**src/rtl/dma_io_device.sv**
```systemverilog
// Peripheral-side 8237A DMA endpoint: raises DREQ, serves IOR/IOW strobes under
// DACK, and buffers data in a small FIFO between the bus and a local stream.
module dma_io_device #(
  parameter int DATA_WIDTH       = 8,
  parameter int FIFO_DEPTH       = 4,
  parameter int DREQ_ACTIVE_HIGH = 1,
  parameter int DACK_ACTIVE_HIGH = 0
) (
  input  logic                  CLK,
  input  logic                  RESET,
  input  logic                  enable,
  input  logic                  dir,
  output logic                  DREQ,
  input  logic                  DACK,
  input  logic                  IOR_N,
  input  logic                  IOW_N,
  input  logic                  EOP_N,
  input  logic [DATA_WIDTH-1:0] db_in,
  output logic [DATA_WIDTH-1:0] db_out,
  output logic                  db_oe,
  input  logic                  push_valid,
  input  logic [DATA_WIDTH-1:0] push_data,
  output logic                  push_ready,
  output logic                  pop_valid,
  output logic [DATA_WIDTH-1:0] pop_data,
  input  logic                  pop_ready,
  output logic [15:0]           xfer_count,
  output logic                  done,
  output logic                  err
);
  localparam int AW = $clog2(FIFO_DEPTH);
  localparam logic [AW:0] FULL_CNT = (AW+1)'(FIFO_DEPTH);
  localparam logic [AW:0] ONE      = (AW+1)'(1);

  typedef enum logic [1:0] {S_IDLE, S_REQ, S_ACK, S_END} state_t;

  state_t                  state;
  logic                    dir_q, dreq_r, eop_seen;
  logic                    ior_q, iow_q, clash;
  logic [DATA_WIDTH-1:0]   mem [FIFO_DEPTH];
  logic [AW:0]             wr_ptr, rd_ptr, count, count_nxt;

  logic full, empty, eff_dir, dack_act, ack_live, both_low;
  logic ior_rise, iow_rise, bus_pop, bus_push, bus_xfer, bus_err;
  logic local_push, local_pop, do_push, do_pop, ready, ready_nxt;

  assign full     = (count == FULL_CNT);
  assign empty    = (count == '0);
  assign eff_dir  = (state == S_IDLE) ? dir : dir_q;
  assign dack_act = (DACK == 1'(DACK_ACTIVE_HIGH));
  assign ack_live = (state == S_ACK) && dack_act;
  assign both_low = !IOR_N && !IOW_N;

  // A strobe that overlapped the other strobe never counts, even if it is
  // the last one to release.
  assign ior_rise = !ior_q && IOR_N && IOW_N && !clash;
  assign iow_rise = !iow_q && IOW_N && IOR_N && !clash;

  assign bus_pop  = ack_live && !dir_q && ior_rise && !empty;
  assign bus_push = ack_live &&  dir_q && iow_rise && !full;
  assign bus_xfer = bus_pop || bus_push;
  assign bus_err  = ack_live && (both_low ||
                    (!dir_q && (!IOW_N || (ior_rise && empty))) ||
                    ( dir_q && (!IOR_N || (iow_rise && full))));

  assign push_ready = !full && !eff_dir;
  assign pop_valid  = !empty && eff_dir;
  assign pop_data   = mem[rd_ptr[AW-1:0]];
  assign local_push = push_valid && push_ready;
  assign local_pop  = pop_valid && pop_ready;
  assign do_push    = local_push || bus_push;
  assign do_pop     = local_pop || bus_pop;
  assign count_nxt  = count + (do_push ? ONE : '0) - (do_pop ? ONE : '0);

  assign ready     = eff_dir ? !full : !empty;
  assign ready_nxt = dir_q ? (count_nxt != FULL_CNT) : (count_nxt != '0);

  assign db_oe  = ack_live && !dir_q && !IOR_N && IOW_N;
  assign db_out = db_oe ? mem[rd_ptr[AW-1:0]] : '0;
  assign DREQ   = (DREQ_ACTIVE_HIGH != 0) ? dreq_r : !dreq_r;

  always_ff @(posedge CLK) begin
    if (do_push) mem[wr_ptr[AW-1:0]] <= bus_push ? db_in : push_data;
  end

  always_ff @(posedge CLK) begin
    if (RESET) begin
      state      <= S_IDLE;
      dir_q      <= 1'b0;
      dreq_r     <= 1'b0;
      eop_seen   <= 1'b0;
      ior_q      <= 1'b1;
      iow_q      <= 1'b1;
      clash      <= 1'b0;
      wr_ptr     <= '0;
      rd_ptr     <= '0;
      count      <= '0;
      xfer_count <= '0;
      done       <= 1'b0;
      err        <= 1'b0;
    end else begin
      ior_q <= IOR_N;
      iow_q <= IOW_N;
      if (both_low)           clash <= 1'b1;
      else if (IOR_N && IOW_N) clash <= 1'b0;
      done <= 1'b0;

      if (do_push) wr_ptr <= wr_ptr + ONE;
      if (do_pop)  rd_ptr <= rd_ptr + ONE;
      count <= count_nxt;

      if (bus_err) err <= 1'b1;
      if (bus_xfer && xfer_count != 16'hFFFF) xfer_count <= xfer_count + 16'd1;

      case (state)
        S_IDLE: if (enable && ready) begin
          dir_q      <= dir;
          xfer_count <= '0;
          eop_seen   <= 1'b0;
          dreq_r     <= 1'b1;
          state      <= S_REQ;
        end
        S_REQ: if (dack_act) state <= S_ACK;
        S_ACK: begin
          if (!dack_act) begin
            dreq_r <= 1'b0;
            done   <= 1'b1;
            state  <= S_END;
          end else if (!EOP_N) begin
            eop_seen <= 1'b1;
            dreq_r   <= 1'b0;
          end else begin
            // Demand mode: hold the request only while another transfer fits.
            dreq_r <= !eop_seen && ready_nxt;
          end
        end
        default: state <= S_IDLE;
      endcase
    end
  end
endmodule
```
**config.mk**
```make
export PLATFORM = sky130hd
export DESIGN_NAME = dma_io_device
export DESIGN_NICKNAME = d
export VERILOG_FILES = /design/src/rtl/dma_io_device.sv
export SDC_FILE = /design/constraint.sdc
export NUM_CORES = 1
export LEC_CHECK = 0
export CAP_MARGIN = 20
export CORE_MARGIN = 2
export CORE_UTILIZATION = 25
export DETAILED_ROUTE_END_ITERATION = 10
export PLACE_DENSITY_LB_ADDON = 0.05
export SYNTH_ARGS = -nofsm -noshare
export SYNTH_HDL_FRONTEND = slang
export SYNTH_SLANG_ARGS = --single-unit
```
**constraint.sdc**
```tcl
create_clock -name CLK -period 3.2 [get_ports CLK]
set_clock_uncertainty 0.2 [all_clocks]
set_input_delay 0.96 -clock CLK [delete_from_list [all_inputs] [get_ports CLK]]
set_output_delay 0.96 -clock CLK [all_outputs]
set_load 0.005 [all_outputs]
```
# [Word-level counts from Yosys, hierarchy flattened]
# Memories as Yosys holds them, arrays and structs flattened. A register that Yosys moved wholly into a read port is not among the register bits.
# Index checks and enable logic that the tools add are counted.
[classes] reduce_logical=56 n_mux=29 n_addsub=5 n_bitwise=2 eq_ne=10
[op_table] operator="two-way mux 16 bit" count=3
[op_table] operator="logical AND 1 bit" count=29
[op_table] operator="adder 16 x 1 -> 16 bit (second input constant)" count=1
[op_table] operator="two-way mux 1 bit" count=16
[op_table] operator="two-way mux 8 bit" count=2
[op_table] operator="inequality test 16 bit (second input constant)" count=1
[op_table] operator="zero test 1 bit" count=10
[op_table] operator="two-way mux 2 bit" count=5
[op_table] operator="inequality test 2 bit (second input constant)" count=4
[op_table] operator="logical OR 1 bit" count=7
[op_table] operator="adder 3 x 1 -> 3 bit (second input constant)" count=2
[op_table] operator="one-hot mux 2 bit (3 select lines)" count=1
[op_table] operator="one-hot mux 1 bit (2 select lines)" count=2
[op_table] operator="AND reduction 2 bit" count=2
[op_table] operator="AND reduction 4 bit" count=1
[op_table] operator="nonzero test 2 bit" count=2
[op_table] operator="adder 3 x 1 -> 3 bit" count=1
[op_table] operator="== test 3 bit (second input constant)" count=1
[op_table] operator="zero test 3 bit" count=1
[op_table] operator="inequality test 3 bit (second input constant)" count=1
[op_table] operator="AND reduction 3 bit" count=1
[op_table] operator="nonzero test 3 bit" count=1
[op_table] operator="subtractor 3 x 1 -> 3 bit" count=1
[op_table] operator="== test 2 x 1 -> 1 bit (second input constant)" count=1
[op_table] operator="5 further kinds" count=6
[totals] wordCells=116 mem_count=1 output_inout_bits=38 inputBits=26 ramBits=32 register_bits=35
[mem_list] memory="mem" depth=4 word_bits=8 read_ports=1 rd_ports_with_merged_regs=1 wr=1 line="40" source="logic [DATA_WIDTH-1:0] mem [FIFO_DEPTH];"

# [Depth between registers and ports, before layout]
# Gate-level depths: netlist of the first run.
[logic_depth] ltp_word=16 mapped_depth=13 ltp_nobuf=13

# [Worst setup path after synthesis of the first run]
# Ideal clock, no wire load.
[synth_path] kind="input port to flip-flop" from="input DACK" to="register dreq_r, in the netlist DREQ" slack_ns=-0.222 required_ns=2.866 n_path_buf=0 arrival_ns=3.088 setup_time_ns=0.134 stages=11 cell_sequence="and2b_2 > nand3_1 > a21oi_2 > xor2_1 > ha_1 > fa_1 > xnor2_1 > xnor2_1 > xnor2_1 > o311ai_0 > a311oi_1"
[synth_via] elab_chain_cells=15 word_cells_on_any_way=21 classes_between="add/sub (2); eq/ne (1); mux (6); bitwise (1); reduce/logical (11)"
[synth_lines] item="start, declared" line="14" source="input logic DACK,"
[synth_lines] item="NOT 1 bit" line="50" source="assign dack_act = (DACK == 1'(DACK_ACTIVE_HIGH));"
[synth_lines] item="logical AND 1 bit" line="51" source="assign ack_live = (state == S_ACK) && dack_act;"
[synth_lines] item="logical AND 1 bit (3 in series)" line="60" source="assign bus_push = ack_live && dir_q && iow_rise && !full;"
[synth_lines] item="logical OR 1 bit" line="71" source="assign do_push = local_push || bus_push;"
[synth_lines] item="two-way mux 1 bit" line="73" source="assign count_nxt = count + (do_push ? ONE : '0) - (do_pop ? ONE : '0);"
[synth_lines] item="adder 3 x 1 -> 3 bit" line="73"
[synth_lines] item="subtractor 3 x 1 -> 3 bit" line="73"
[synth_lines] item="inequality test 3 bit or nonzero test 3 bit (tied branches)" line="76" source="assign ready_nxt = dir_q ? (count_nxt != FULL_CNT) : (count_nxt != '0);"
[synth_lines] item="two-way mux 1 bit" line="76"
[synth_lines] item="logical AND 1 bit" line="134" source="dreq_r <= !eop_seen && ready_nxt;"
[synth_lines] item="two-way mux 1 bit" line="129" source="end else if (!EOP_N) begin"
[synth_lines] item="two-way mux 1 bit *" line="125" source="if (!dack_act) begin"
[synth_lines] item="one-hot mux 1 bit (2 select lines) *" line="115" source="case (state)"
[synth_lines] item="end signal, assigned" line="134"
[synth_lines] item="end, declared" line="38" source="logic dir_q, dreq_r, eop_seen;"
# Mark *: on every way between the ends. The rest lies on a longest branch, timed or not.
# A chain may end at the register's enable or synchronous reset.

# [Final worst setup path of the first run]
[layout_path] from="input dir" to="register dreq_r, in the netlist DREQ"
[layout_via] elab_chain_cells=14 word_cells_on_any_way=23 classes_between="add/sub (2); eq/ne (2); mux (8); reduce/logical (11)"
[layout_lines] item="start, declared" line="12" source="input logic dir,"
[layout_lines] item="two-way mux 1 bit *" line="49" source="assign eff_dir = (state == S_IDLE) ? dir : dir_q;"
[layout_lines] item="zero test 1 bit" line="66" source="assign push_ready = !full && !eff_dir;"
[layout_lines] item="logical AND 1 bit" line="66"
[layout_lines] item="logical AND 1 bit" line="69" source="assign local_push = push_valid && push_ready;"
[layout_lines] item="logical OR 1 bit" line="71"
[layout_lines] item="two-way mux 1 bit" line="73"
[layout_lines] item="adder 3 x 1 -> 3 bit" line="73"
[layout_lines] item="subtractor 3 x 1 -> 3 bit" line="73"
[layout_lines] item="inequality test 3 bit or nonzero test 3 bit (tied branches)" line="76"
[layout_lines] item="two-way mux 1 bit" line="76"
[layout_lines] item="logical AND 1 bit" line="134"
[layout_lines] item="two-way mux 1 bit" line="129"
[layout_lines] item="two-way mux 1 bit" line="125"
[layout_lines] item="one-hot mux 1 bit (2 select lines)" line="115"
# Marked as above.

==> Implementation_results.wiki, run 1 <==
{| class="wikitable"
! Metric !! Value
|-
| Leakage power of the design || 1.71 nW
|-
| First-pass GRT wire length || 12.3 mm
|-
| Post-layout power || 2.94 mW
|-
| Worst Hold Class || reg2reg
|-
| Number of buffers between clock root and the deepest sink || 2
|-
| Detailed route wirelength on metal2 || 3.71 mm
|-
| Yosys synthesis warning count || 0
|-
| Part of the cycle the worst path needs || 98.0%
|-
| Number of enable flip-flop cells after synthesis || 32
|-
| Congestion Overflow GR || 0
|-
| Most common cell after layout, fill and taps aside || sky130_fd_sc_hd__clkdlybuf4s50_1
|-
| Int Power || 2.10 mW
|-
| Number of search-and-repair iterations in the first detailed-routing pass || 4
|-
| Cell count after placement || 527
|-
| Critical Path Max Stage Delay || 360 ps
|-
| Result of the run || complete, no violations
|-
| Switching power || 842 uW
|-
| Count of final hold-check violations || 0
|-
| Worst max-slew margin expressed relative to the limit || 70.7%
|-
| Buffer cell driving the clock tree root || sky130_fd_sc_hd__clkbuf_16
|-
| Fillers || 1236
|-
| Fmax || 0.319 GHz
|-
| Pwr per Cell Area || 622 nW/um^2
|-
| Crit-path most repeated cell || sky130_fd_sc_hd__xnor2_2
|-
| End of the worst register-to-register path || DREQ
|-
| Final period demand of the worst path || 3140 ps
|-
| Post-DR wirelength/cell || 13.7 um
|-
| Critical R2R Launch || state[1]
|-
| Data arrival time of the critical path || 3140 ps
|-
| Routed length on met1 || 3.41 mm
|-
| Number of remaining DRC errors || 0
|-
| Transition time of the tightest slew-check pin || 439 ps
|-
| Comb pwr share || 32.1%
|-
| Total number of clock tree sinks || 67
|-
| Aggregate global-route resource usage || 12.1%
|-
| Fraction of power consumed by sequential logic || 36.4%
|-
| CP Capture Point || DREQ
|-
| Commonest register cell after synthesis || sky130_fd_sc_hd__dfxtp_1
|-
| Clk_lat worst skew || 330 ps
|-
| Number of antenna violations at the first check in global routing || 0
|-
| Bufs and invs on worst path || 1
|-
| Number of global-route vias before repair || 2414
|-
| Synthesized flop and latch total || 67
|-
| Number of diodes || 0
|-
| Hold Path Stages || 2
|-
| Iteration-0 DRC count of the detailed router || 62
|-
| RSZ-0062 raised after global routing || true
|-
| Cell at the slowest stage of the critical path || sky130_fd_sc_hd__fa_2
|-
| Switching power as a share of total power || 28.6%
|-
| Critical path cell sequence || buf_8 -> mux2_4 -> a22oi_2 -> nor2_2 -> xor2_1 -> ha_2 -> fa_2 -> xnor2_2 -> xnor2_2 -> xnor2_1 -> o311ai_1 -> a311oi_1
|-
| Post-DRT Antenna Nets || 0
|-
| Final setup vio count || 0
|-
| Critical Path Source Type || input port
|-
| Via density per instance || 4.29
|-
| Vias || 2396
|-
| Final core occ || 37.9%
|-
| FF-to-FF setup slack || 120 ps
|-
| Biggest fanout along the worst timing path || 3
|-
| Data required time at the worst endpoint || 3200 ps
|-
| Sequential-to-total area share from yosys stat || 52.6%
|-
| Die Span Y || 116 um
|-
| Initial standard-cell utilization of the core || 25.3%
|-
| I/O Pins || 64
|-
| Highest-count cells in the layout ignoring fill and taps || 47 x sky130_fd_sc_hd__clkdlybuf4s50_1, 40 x sky130_fd_sc_hd__buf_4, 34 x sky130_fd_sc_hd__dfxtp_1
|-
| Clock-pin slew on the worst setup and hold paths || 60 ps
|-
| CTS tree || done
|-
| Fraction of final layout cells with drive strength greater than 1 || 32.6%
|-
| Synthesized area per cell || 11.8 um^2
|-
| Die area || 13500 um^2
|-
| Max Cap Viol || 0
|-
| Kind of critical path || in2reg
|-
| Final weighted congestion in routability-driven placement || 0.738
|-
| Sum of routed wire length over all layers || 7.66 mm
|-
| Levels on crit path || 12
|-
| Pin count of the biggest net entering global routing || 17
|-
| Total CTS buffers || 9
|-
| Post-Layout Cell Count || 558
|-
| Clock group share of total power || 31.5%
|-
| Number of port buffers || 63
|-
| Highest metal layer with signal wires || met4
|-
| Area of the core region || 12500 um^2
|-
| Count of distinct cell types in the synthesized netlist || 48
|-
| Floorplan row count || 41
|-
| Crit end category || register
|-
| Met3 wire length || 416 um
|-
| Async S/R FF share, synth || 0%
|-
| Final net count || 418
|-
| Netlist Area Pre-Place || 3160 um^2
|-
| Placed wire-length estimate || 5.34 mm
|-
| Layout overhead on the synthesized area || 49.5%
|-
| Number of max-slew violations in the final report || 0
|-
| H-tree depth || 3
|-
| Horizontal die dimension || 116 um
|-
| Post-Synthesis Net Count || 305
|-
| Largest delay contributor family on the critical path || XOR/XNOR gates
|-
| Maximum resistive drop on vdd || 0.275 mV
|-
| Cell count after synthesis || 268
|-
| Count of cells along the worst register-to-register path || 13
|-
| Start point of the critical path || dir
|}
-- power groups by stage --
stage	Clock (mW)	Combinational (mW)	Sequential, mW
CTS	0.955	0.940	1.07
floorplan	0	0.477	1.06
global placement	0	0.866	1.08
global route	0.990	1.04	1.08
detailed placement	0	0.859	1.08
finish	0.927	0.943	1.07
-- layer usage --
layer / vias up / global-route usage, %
li1: 1199 / -
met2: 67 / 20.0
met1: 1120 / 15.1
met3: 10 / 2.54
met5: - / 0
met4: 0 / 5.48
-- through the flow --
stage	cell area (um^2)	setup TNS, ps	hold slack (ps)	worst slack (ps)
finish	4720	0	307	63.0
global route	4720	-76.5	337	-76.5
CTS	4690	0	310	4.89
detailed placement	4300	-8960	306	-829
global placement	4300	-8710	285	-801
floorplan	3190	-121	271	-121
-- synthesized netlist by cell type, types with 4 or more instances --
cell type	count	area, um^2
sky130_fd_sc_hd__dfxtp_1	35	701
sky130_fd_sc_hd__edfxtp_1	32	961
sky130_fd_sc_hd__nor2_1	22	82.6
sky130_fd_sc_hd__nand2_1	14	52.6
sky130_fd_sc_hd__inv_1	13	48.8
sky130_fd_sc_hd__or3_1	13	81.3
sky130_fd_sc_hd__ha_1	10	125
sky130_fd_sc_hd__a21oi_1	9	45.0
sky130_fd_sc_hd__mux2_2	9	101
sky130_fd_sc_hd__nor2b_1	9	56.3
sky130_fd_sc_hd__mux4_2	8	180
sky130_fd_sc_hd__nand3_1	8	40.0
sky130_fd_sc_hd__o21ai_1	8	40.0
sky130_fd_sc_hd__a21oi_2	7	61.3
sky130_fd_sc_hd__mux2i_1	6	60.1
sky130_fd_sc_hd__xnor2_1	6	52.6
sky130_fd_sc_hd__and2_1	5	31.3
sky130_fd_sc_hd__o21ai_0	4	20.0
sky130_fd_sc_hd__or2_2	4	25.0
sky130_fd_sc_hd__xor2_1	4	35.0
-- sequential cells by signal, summed over array words and instances (netlist names), 2 cells and up, named ones only --
register	count
xfer_count	16
count	3
mem	32
rd_ptr	2
state	2
wr_ptr	2
-- worst min path at each step --
stage,endpoint,slack (ps),start
5_1_grt,xfer_count[11],340,xfer_count[11]
2_1_floorplan,clash,270,clash
3_3_place_gp,xfer_count[15],280,xfer_count[15]
3_5_place_dp,xfer_count[11],310,xfer_count[11]
6_report,xfer_count[11],310,xfer_count[11]
4_1_cts,state[0],310,state[0]
-- worst min-delay path: cells and delay by family (launching register included) --
kind	cells	cell delay, ps
DFF	1	330
AOI/OAI and AO/OA	2	130
-- kinds of logic (layout without fill, tap and decap cells) --
kind of cell    count (synthesis)  in the layout  synth area share (%)
xor+xnor                       10             10                  2.77
mux                            23             23                  10.8
buf+inv                        22            140                  3.33
fa+ha+maj                      11             11                  4.60
simple gates                   95             95                  17.0
compound gates                 40             40                  8.91
flops                          67             67                  52.6
-- timing repair --
action                     CTS  global route
hold buffers                 0             0
setup buffers               14             3
setup endpoints to repair   13             6
pin swaps                   14            13
resized for setup           55            10
-- cell type report --
type	instances	area, um^2	share of cell area, %
Tap cell	172	215	4.56
Timing Repair Buffer	111	1030	21.9
Clock inverter	5	27.5	0.583
Clock buffer	11	253	5.35
Multi-Input combinational cell	179	1480	31.4
Inverter	13	48.8	1.03
Sequential cell	67	1660	35.2
Power figures use the tool's default switching activity.
==> run 2, diff against run 1 <==
--- a/config.mk
+++ b/config.mk
@@ -6,10 +6,8 @@
 export NUM_CORES = 1
 export LEC_CHECK = 0
 export CAP_MARGIN = 20
-export CORE_MARGIN = 2
 export CORE_UTILIZATION = 25
 export DETAILED_ROUTE_END_ITERATION = 10
-export PLACE_DENSITY_LB_ADDON = 0.05
 export SYNTH_ARGS = -nofsm -noshare
 export SYNTH_HDL_FRONTEND = slang
 export SYNTH_SLANG_ARGS = --single-unit
==> run 2 against run 1 <==
Count of clock-buffer cells in the layout decreased by 1. Fmax decreased by 0.72%. Flip-flop and latch count unchanged. Global-route usage decreased by 0.53 points. Non-clock buffer count decreased by 11. Clock power increased by 14%. Hold slack improved by 7.6 ps. Sequential share of layout area increased by 0.64 points. Die area decreased by 3.4%.
==> Implementation_results.wiki, run 2 (synthesis gave the netlist of run 1 again) <==
{| class="wikitable"
! Metric !! Value
|-
| Post-DR wirelength/cell || 13.3 um (-2.8%)
|-
| Leakage power of the design || 1.65 nW (-3.1%)
|-
| Hold Path Stages || 2 (unchanged)
|-
| Transition time of the tightest slew-check pin || 724 ps (+285 ps)
|-
| Post-Layout Cell Count || 543 (-2.7%)
|-
| Total CTS buffers || 9 (unchanged)
|-
| Pin count of the biggest net entering global routing || 19 (+2)
|-
| Final design area excluding fillers || 4640 um^2 (-1.7%)
|-
| Met3 wire length || 486 um (+17%)
|-
| Number of port buffers || 63 (unchanged)
|-
| Die Span Y || 114 um (-1.7%)
|-
| Bufs and invs on worst path || 1 (unchanged)
|-
| Worst max-slew margin expressed relative to the limit || 51.7% (-19 points)
|-
| Initial standard-cell utilization of the core || 26.0% (+0.63 points)
|-
| Placed cell areas || 4290 um^2 (-0.23%)
|-
| Total number of clock tree sinks || 67 (unchanged)
|-
| Critical Path Max Stage Delay || 360 ps (about the same)
|-
| Worst hold path endpoint || xfer_count[13]
|-
| Critical Path Source Type || input port
|-
| Clk_lat worst skew || 330 ps (about the same)
|-
| Buffer cell driving the clock tree root || sky130_fd_sc_hd__clkbuf_16
|-
| End of the worst register-to-register path || DREQ
|-
| Final setup vio count || 0 (unchanged)
|-
| Most common cell after layout, fill and taps aside || sky130_fd_sc_hd__clkdlybuf4s50_1
|-
| CTS tree || done
|-
| Die area || 13100 um^2 (-3.4%)
|-
| Floorplan row count || 40 (-2.4%)
|-
| Number of remaining DRC errors || 0 (unchanged)
|-
| Number of buffers between clock root and the deepest sink || 2 (unchanged)
|-
| Critical path cell sequence || buf_6 -> mux2_4 -> a22oi_2 -> nor2_2 -> xor2_1 -> ha_2 -> fa_2 -> xnor2_2 -> xnor2_2 -> xnor2_1 -> o311ai_1 -> a311oi_1
|-
| Final net count || 407 (-2.6%)
|-
| Cell at the slowest stage of the critical path || sky130_fd_sc_hd__fa_2
|-
| Placed wire-length estimate || 5.19 mm (-2.7%)
|-
| Count of cells along the worst register-to-register path || 13 (unchanged)
|-
| Largest delay contributor family on the critical path || XOR/XNOR gates
|-
| Max Cap Viol || 0 (unchanged)
|-
| Fraction of final layout cells with drive strength greater than 1 || 30.7% (-2.0 points)
|-
| H-tree depth || 3 (unchanged)
|-
| Post-place setup slack || -703 ps (+126 ps)
|-
| Critical R2R Launch || state[0]
|-
| Via density per instance || 4.40 (+2.5%)
|-
| Number of diodes || 0 (unchanged)
|-
| Highest metal layer with signal wires || met4
|-
| Crit end category || register
|-
| Post-layout power || 3.02 mW (+2.8%)
|-
| Vias || 2391 (-0.21%)
|-
| Highest-count cells in the layout ignoring fill and taps || 48 x sky130_fd_sc_hd__clkdlybuf4s50_1, 33 x sky130_fd_sc_hd__dfxtp_1, 32 x sky130_fd_sc_hd__edfxtp_1
|-
| Number of global-route vias before repair || 2335 (-3.3%)
|-
| RSZ-0062 raised after global routing || true
|-
| Aggregate global-route resource usage || 11.5% (-0.53 points)
|-
| Data required time at the worst endpoint || 3230 ps (+30 ps)
|-
| Routed length on met1 || 3.19 mm (-6.6%)
|-
| Number of flip-flops under the largest register name || 32 (unchanged)
|-
| Final weighted congestion in routability-driven placement || 0.752 (+1.9%)
|-
| Number of search-and-repair iterations in the first detailed-routing pass || 5 (+1)
|-
| Detailed route wirelength on metal2 || 3.47 mm (-6.4%)
|-
| Clock-pin slew on the worst setup and hold paths || 60 ps (about the same)
|-
| Worst Hold Class || reg2reg
|-
| Biggest fanout along the worst timing path || 2 (-1)
|-
| Part of the cycle the worst path needs || 98.7% (+0.71 points)
|-
| FF-to-FF setup slack || 90 ps (-30 ps)
|-
| Kind of critical path || in2reg
|-
| Data arrival time of the critical path || 3190 ps (+50 ps)
|-
| Congestion Overflow GR || 0 (unchanged)
|-
| Crit-path most repeated cell || sky130_fd_sc_hd__xnor2_2
|-
| Maximum resistive drop on vdd || 0.255 mV (-7.1%)
|-
| Area of the core region || 12200 um^2 (-2.4%)
|-
| Final period demand of the worst path || 3160 ps (+22.6 ps)
|-
| Pwr per Cell Area || 651 nW/um^2 (+4.6%)
|-
| Number of antenna violations at the first check in global routing || 0 (unchanged)
|-
| Worst hold start || xfer_count[13]
|-
| First-pass GRT wire length || 11.4 mm (-7.5%)
|-
| Post-DRT Antenna Nets || 0 (unchanged)
|-
| Iteration-0 DRC count of the detailed router || 70 (+13%)
|-
| Horizontal die dimension || 114 um (-1.7%)
|-
| Result of the run || complete, no violations
|-
| Cell count after placement || 524 (-0.57%)
|-
| Layout overhead on the synthesized area || 46.9%
|-
| Fmax || 0.316 GHz (-0.72%)
|-
| Setup slack of the critical path after layout || 40.3 ps (-22.6 ps)
|-
| Number of max-slew violations in the final report || 0 (unchanged)
|-
| I/O Pins || 64 (unchanged)
|-
| Count of final hold-check violations || 0 (unchanged)
|-
| Sum of routed wire length over all layers || 7.25 mm (-5.4%)
|}
==> run 2: worst max-delay path by stage <==
| stage | start | end | slack [ps] | cells after the start |
|---|---|---|---|---|
| after floorplan | IOW_N | DREQ | -120 | 11 |
| after global placement | dir | DREQ | -660 | 12 |
| after detailed placement | dir | DREQ | -700 | 12 |
| after CTS | state[0] | DREQ | 4 | 15 |
| after global routing | state[1] | DREQ | -10 | 14 |
| final | dir | DREQ | 40 | 12 |
==> run 2: repair_timing <==
action / CTS / global route
resized for setup: 60 / 6
hold buffers: 0 / 0
setup buffers: 3 / 0
pin swaps: 13 / 8
setup endpoints to repair: 12 / 3
==> run 2: final cells by class <==
class                           count  area (um^2)
Sequential cell                    67         1660
Inverter                           13         48.8
Clock inverter                      6         88.8
Clock buffer                       10          229
Timing Repair Buffer              100          935
Multi-Input combinational cell    179         1470
Fill cell                        1200         7520
Tap cell                          168          210
==> run 2: worst reg2reg max path, delay by kind of cell, from the launching register on <==
family,cells,cell delay (ps)
buffers and inverters,1,50
adders and majority gates,3,760
DFF,1,350
and+or+nand+nor,1,60
xor gates and xnor gates,4,660
AOI/OAI and AO/OA,3,620
muxes,1,330
==> run 2: routing by layer <==
layer  track usage (%)  vias to the layer above
met1              13.9                     1126
met5                 0                        -
met4              3.72                        0
met2              19.3                       75
li1                  -                     1181
met3              4.02                        9
==> run 2: per-stage QoR <==
stage	util, %	setup TNS, ps	hold slack (ps)
2_1_floorplan	-	-121	271
3_3_place_gp	35.3	-7690	295
3_5_place_dp	35.3	-7680	310
4_1_cts	38.0	0	316
5_1_grt	38.2	-12.6	335
6_report	38.2	0	314
==> run 2: power by group <==
part	switching (mW)	internal (mW)	total [mW]	leakage (nW)
Clock	0.377	0.683	1.06	0.149
Sequential	0.0734	0.999	1.07	0.576
Combinational	0.386	0.502	0.888	0.927
Total	0.836	2.18	3.02	1.65
==> run 3, diff against run 2 <==
--- a/config.mk
+++ b/config.mk
@@ -6,8 +6,9 @@
 export NUM_CORES = 1
 export LEC_CHECK = 0
 export CAP_MARGIN = 20
-export CORE_UTILIZATION = 25
+export CORE_UTILIZATION = 46
 export DETAILED_ROUTE_END_ITERATION = 10
+export PLACE_DENSITY = 0.76
 export SYNTH_ARGS = -nofsm -noshare
 export SYNTH_HDL_FRONTEND = slang
 export SYNTH_SLANG_ARGS = --single-unit
==> run 3 against run 2 <==
The flow now finishes with violations (DRC). Clock power decreased by 34%. Critical path depth unchanged. First-iteration DRC count increased by 69%. Count of clock-buffer cells in the layout decreased by 1. Register-to-register slack about the same. Global-route usage increased by 9.1 points. Hold slack improved by 3.1 ps. Design area decreased by 5.0%. Die area decreased by 45%. Largest cell class unchanged. Largest power group unchanged.
==> Implementation_results.wiki, run 3 (synthesis gave the netlist of run 1 again) <==
{| class="wikitable"
! Metric !! Value
|-
| Number of diodes || 0 (unchanged)
|-
| Worst Hold Class || reg2reg
|-
| Sum of routed wire length over all layers || 7.28 mm (+0.52%)
|-
| Pin count of the biggest net entering global routing || 19 (unchanged)
|-
| Critical path cell sequence || buf_6 -> mux2_4 -> a22oi_2 -> nor2_2 -> xor2_1 -> ha_2 -> fa_2 -> xnor2_2 -> xnor2_2 -> xnor2_1 -> o311ai_2 -> a311oi_1
|-
| Count of final hold-check violations || 0 (unchanged)
|-
| Number of remaining DRC errors || 4 (+4)
|-
| Hold Path Stages || 2 (unchanged)
|-
| Part of the cycle the worst path needs || 98.5% (-0.27 points)
|-
| Transition time of the tightest slew-check pin || 726 ps (+1.74 ps)
|-
| Critical Path Source Type || input port
|-
| Fmax || 0.317 GHz (+0.27%)
|-
| Layout overhead on the synthesized area || 39.6%
|-
| Crit end category || register
|-
| Via density per instance || 5.45 (+24%)
|-
| Clk_lat worst skew || 340 ps (about the same)
|-
| FF-to-FF setup slack || 100 ps (about the same)
|-
| Most common cell after layout, fill and taps aside || sky130_fd_sc_hd__clkdlybuf4s50_1
|-
| Highest-count cells in the layout ignoring fill and taps || 48 x sky130_fd_sc_hd__clkdlybuf4s50_1, 36 x sky130_fd_sc_hd__buf_4, 33 x sky130_fd_sc_hd__dfxtp_1
|-
| Number of max-slew violations in the final report || 0 (unchanged)
|-
| Kind of critical path || in2reg
|-
| Met3 wire length || 359 um (-26%)
|-
| Floorplan row count || 29 (-28%)
|-
| Aggregate negative setup slack || 0 ps (unchanged)
|-
| Final setup vio count || 0 (unchanged)
|-
| Leakage power of the design || 1.61 nW (-2.8%)
|-
| Aggregate global-route resource usage || 20.6% (+9.1 points)
|-
| Number of search-and-repair iterations in the first detailed-routing pass || 9 (+4)
|-
| Final net count || 410 (+0.74%)
|-
| Cell at the slowest stage of the critical path || sky130_fd_sc_hd__fa_2
|-
| Number of antenna violations at the first check in global routing || 0 (unchanged)
|-
| Fraction of final layout cells with drive strength greater than 1 || 32.5% (+1.9 points)
|-
| Maximum resistive drop on vdd || 0.304 mV (+19%)
|-
| Highest metal layer with signal wires || met4
|-
| Biggest fanout along the worst timing path || 2 (unchanged)
|-
| Area of the core region || 6490 um^2 (-47%)
|-
| Levels on crit path || 12 (unchanged)
|-
| Vias || 2478 (+3.6%)
|-
| Buffer cell driving the clock tree root || sky130_fd_sc_hd__clkbuf_8
|-
| Die Span Y || 84.9 um (-26%)
|-
| Post-DRT Antenna Nets || 0 (unchanged)
|-
| Total number of clock tree sinks || 67 (unchanged)
|-
| H-tree depth || 3 (unchanged)
|-
| Routed length on met1 || 3.14 mm (-1.6%)
|-
| Data required time at the worst endpoint || 3260 ps (+30 ps)
|-
| CTS tree || done
|-
| Horizontal die dimension || 84.9 um (-26%)
|-
| Placed wire-length estimate || 5.01 mm (-3.4%)
|-
| I/O Pins || 64 (unchanged)
|-
| Result of the run || finished, violations left
|-
| Data arrival time of the critical path || 3210 ps (+20 ps)
|-
| Clock-pin slew on the worst setup and hold paths || 70 ps (about the same)
|-
| Iteration-0 DRC count of the detailed router || 118 (+69%)
|-
| Count of cells along the worst register-to-register path || 15 (+2)
|-
| Bufs and invs on worst path || 1 (unchanged)
|-
| Max Cap Viol || 0 (unchanged)
|-
| Die area || 7200 um^2 (-45%)
|-
| Worst max-slew margin expressed relative to the limit || 51.6% (-0.12 points)
|-
| Critical Path Max Stage Delay || 350 ps (about the same)
|-
| Final weighted congestion in routability-driven placement || 0.887 (+18%)
|-
| Post-DR wirelength/cell || 16.0 um (+20%)
|-
| Final period demand of the worst path || 3150 ps (-8.48 ps)
|-
| Initial standard-cell utilization of the core || 48.6% (+23 points)
|-
| Number of flip-flops under the largest register name || 32 (unchanged)
|-
| First-pass GRT wire length || 11.3 mm (-0.73%)
|-
| Total CTS buffers || 9 (unchanged)
|-
| Crit-path most repeated cell || sky130_fd_sc_hd__xnor2_2
|-
| Number of global-route vias before repair || 2376 (+1.8%)
|-
| Number of buffers between clock root and the deepest sink || 2 (unchanged)
|-
| Congestion Overflow GR || 0 (unchanged)
|-
| Largest delay contributor family on the critical path || XOR/XNOR gates
|-
| Number of port buffers || 63 (unchanged)
|-
| Violated checks || DRC
|-
| Post-layout power || 2.72 mW (-10%)
|-
| RSZ-0062 raised after global routing || true
|-
| Detailed route wirelength on metal2 || 3.65 mm (+5.2%)
|-
| Pwr per Cell Area || 617 nW/um^2 (-5.2%)
|}
[run 3: changes by cell type in the layout (fill, tap and decap cells not counted), moves of 2 or more]
cell / before / now
sky130_fd_sc_hd__nor2b_1: 9 / 7
sky130_fd_sc_hd__buf_12: 5 / 2
sky130_fd_sc_hd__clkbuf_8: 0 / 9
sky130_fd_sc_hd__clkinv_4: 0 / 2
sky130_fd_sc_hd__dlygate4sd2_1: 4 / 1
sky130_fd_sc_hd__buf_4: 29 / 36
sky130_fd_sc_hd__nor2b_2: 0 / 2
sky130_fd_sc_hd__clkbuf_16: 9 / 0
[run 3: what timing repair did]
item,4_1_cts,5_1_grt
setup endpoints to repair,13,4
hold buffers,0,0
setup buffers,6,2
pin swaps,12,11
hold endpoints to repair,0,0
gates resized for setup,60,13
[run 3: where the power goes]
| part | total (mW) | internal (mW) | leakage [nW] | switching (mW) |
|---|---|---|---|---|
| Sequential | 1.07 | 0.998 | 0.576 | 0.0691 |
| Clock | 0.700 | 0.363 | 0.0958 | 0.337 |
| Combinational | 0.953 | 0.531 | 0.934 | 0.421 |
[run 3: worst paths after layout]
check	from	to
worst min-delay path	state[1]	state[1]
worst max-delay path	dir	DREQ
worst min register to register	state[1]	state[1]
worst max register to register	state[0]	DREQ
[run 3: layer usage]
metal	vias to the layer above	GRT usage [%]
li1	1189	-
met1	1198	26.4
met2	79	34.1
met3	12	3.60
met4	0	10.3
met5	-	0
[run 3: tightest hold or removal path, cell delays in order (launching register included)]
cell and delay (ps):
sky130_fd_sc_hd__dfxtp_2 340, sky130_fd_sc_hd__mux2i_1 60, sky130_fd_sc_hd__nor2_1 80
[run 3: cell type report]
cell class,instances,area [um^2]
flip-flops and latches,67,1660
clock inverters,7,76.3
well taps,77,96.3
inverters,13,48.8
repair buffers,103,917
multi-input cells,179,1480
clock buffers,9,124
fillers,469,2090
[run 3: stage by stage]
| stage | area (um^2) | std cells | hold slack [ps] | setup WS [ps] | util, % |
|---|---|---|---|---|---|
| after CTS | 4370 | 453 | 323 | 0.189 | 67.3 |
| after floorplan | 3190 | 268 | 271 | -121 | - |
| after global routing | 4410 | 455 | 350 | -113 | 67.9 |
| after global placement | 4110 | 431 | 294 | -635 | 63.3 |
| final | 4410 | 455 | 318 | 48.8 | 67.9 |
| after detailed placement | 4110 | 431 | 308 | -712 | 63.3 |
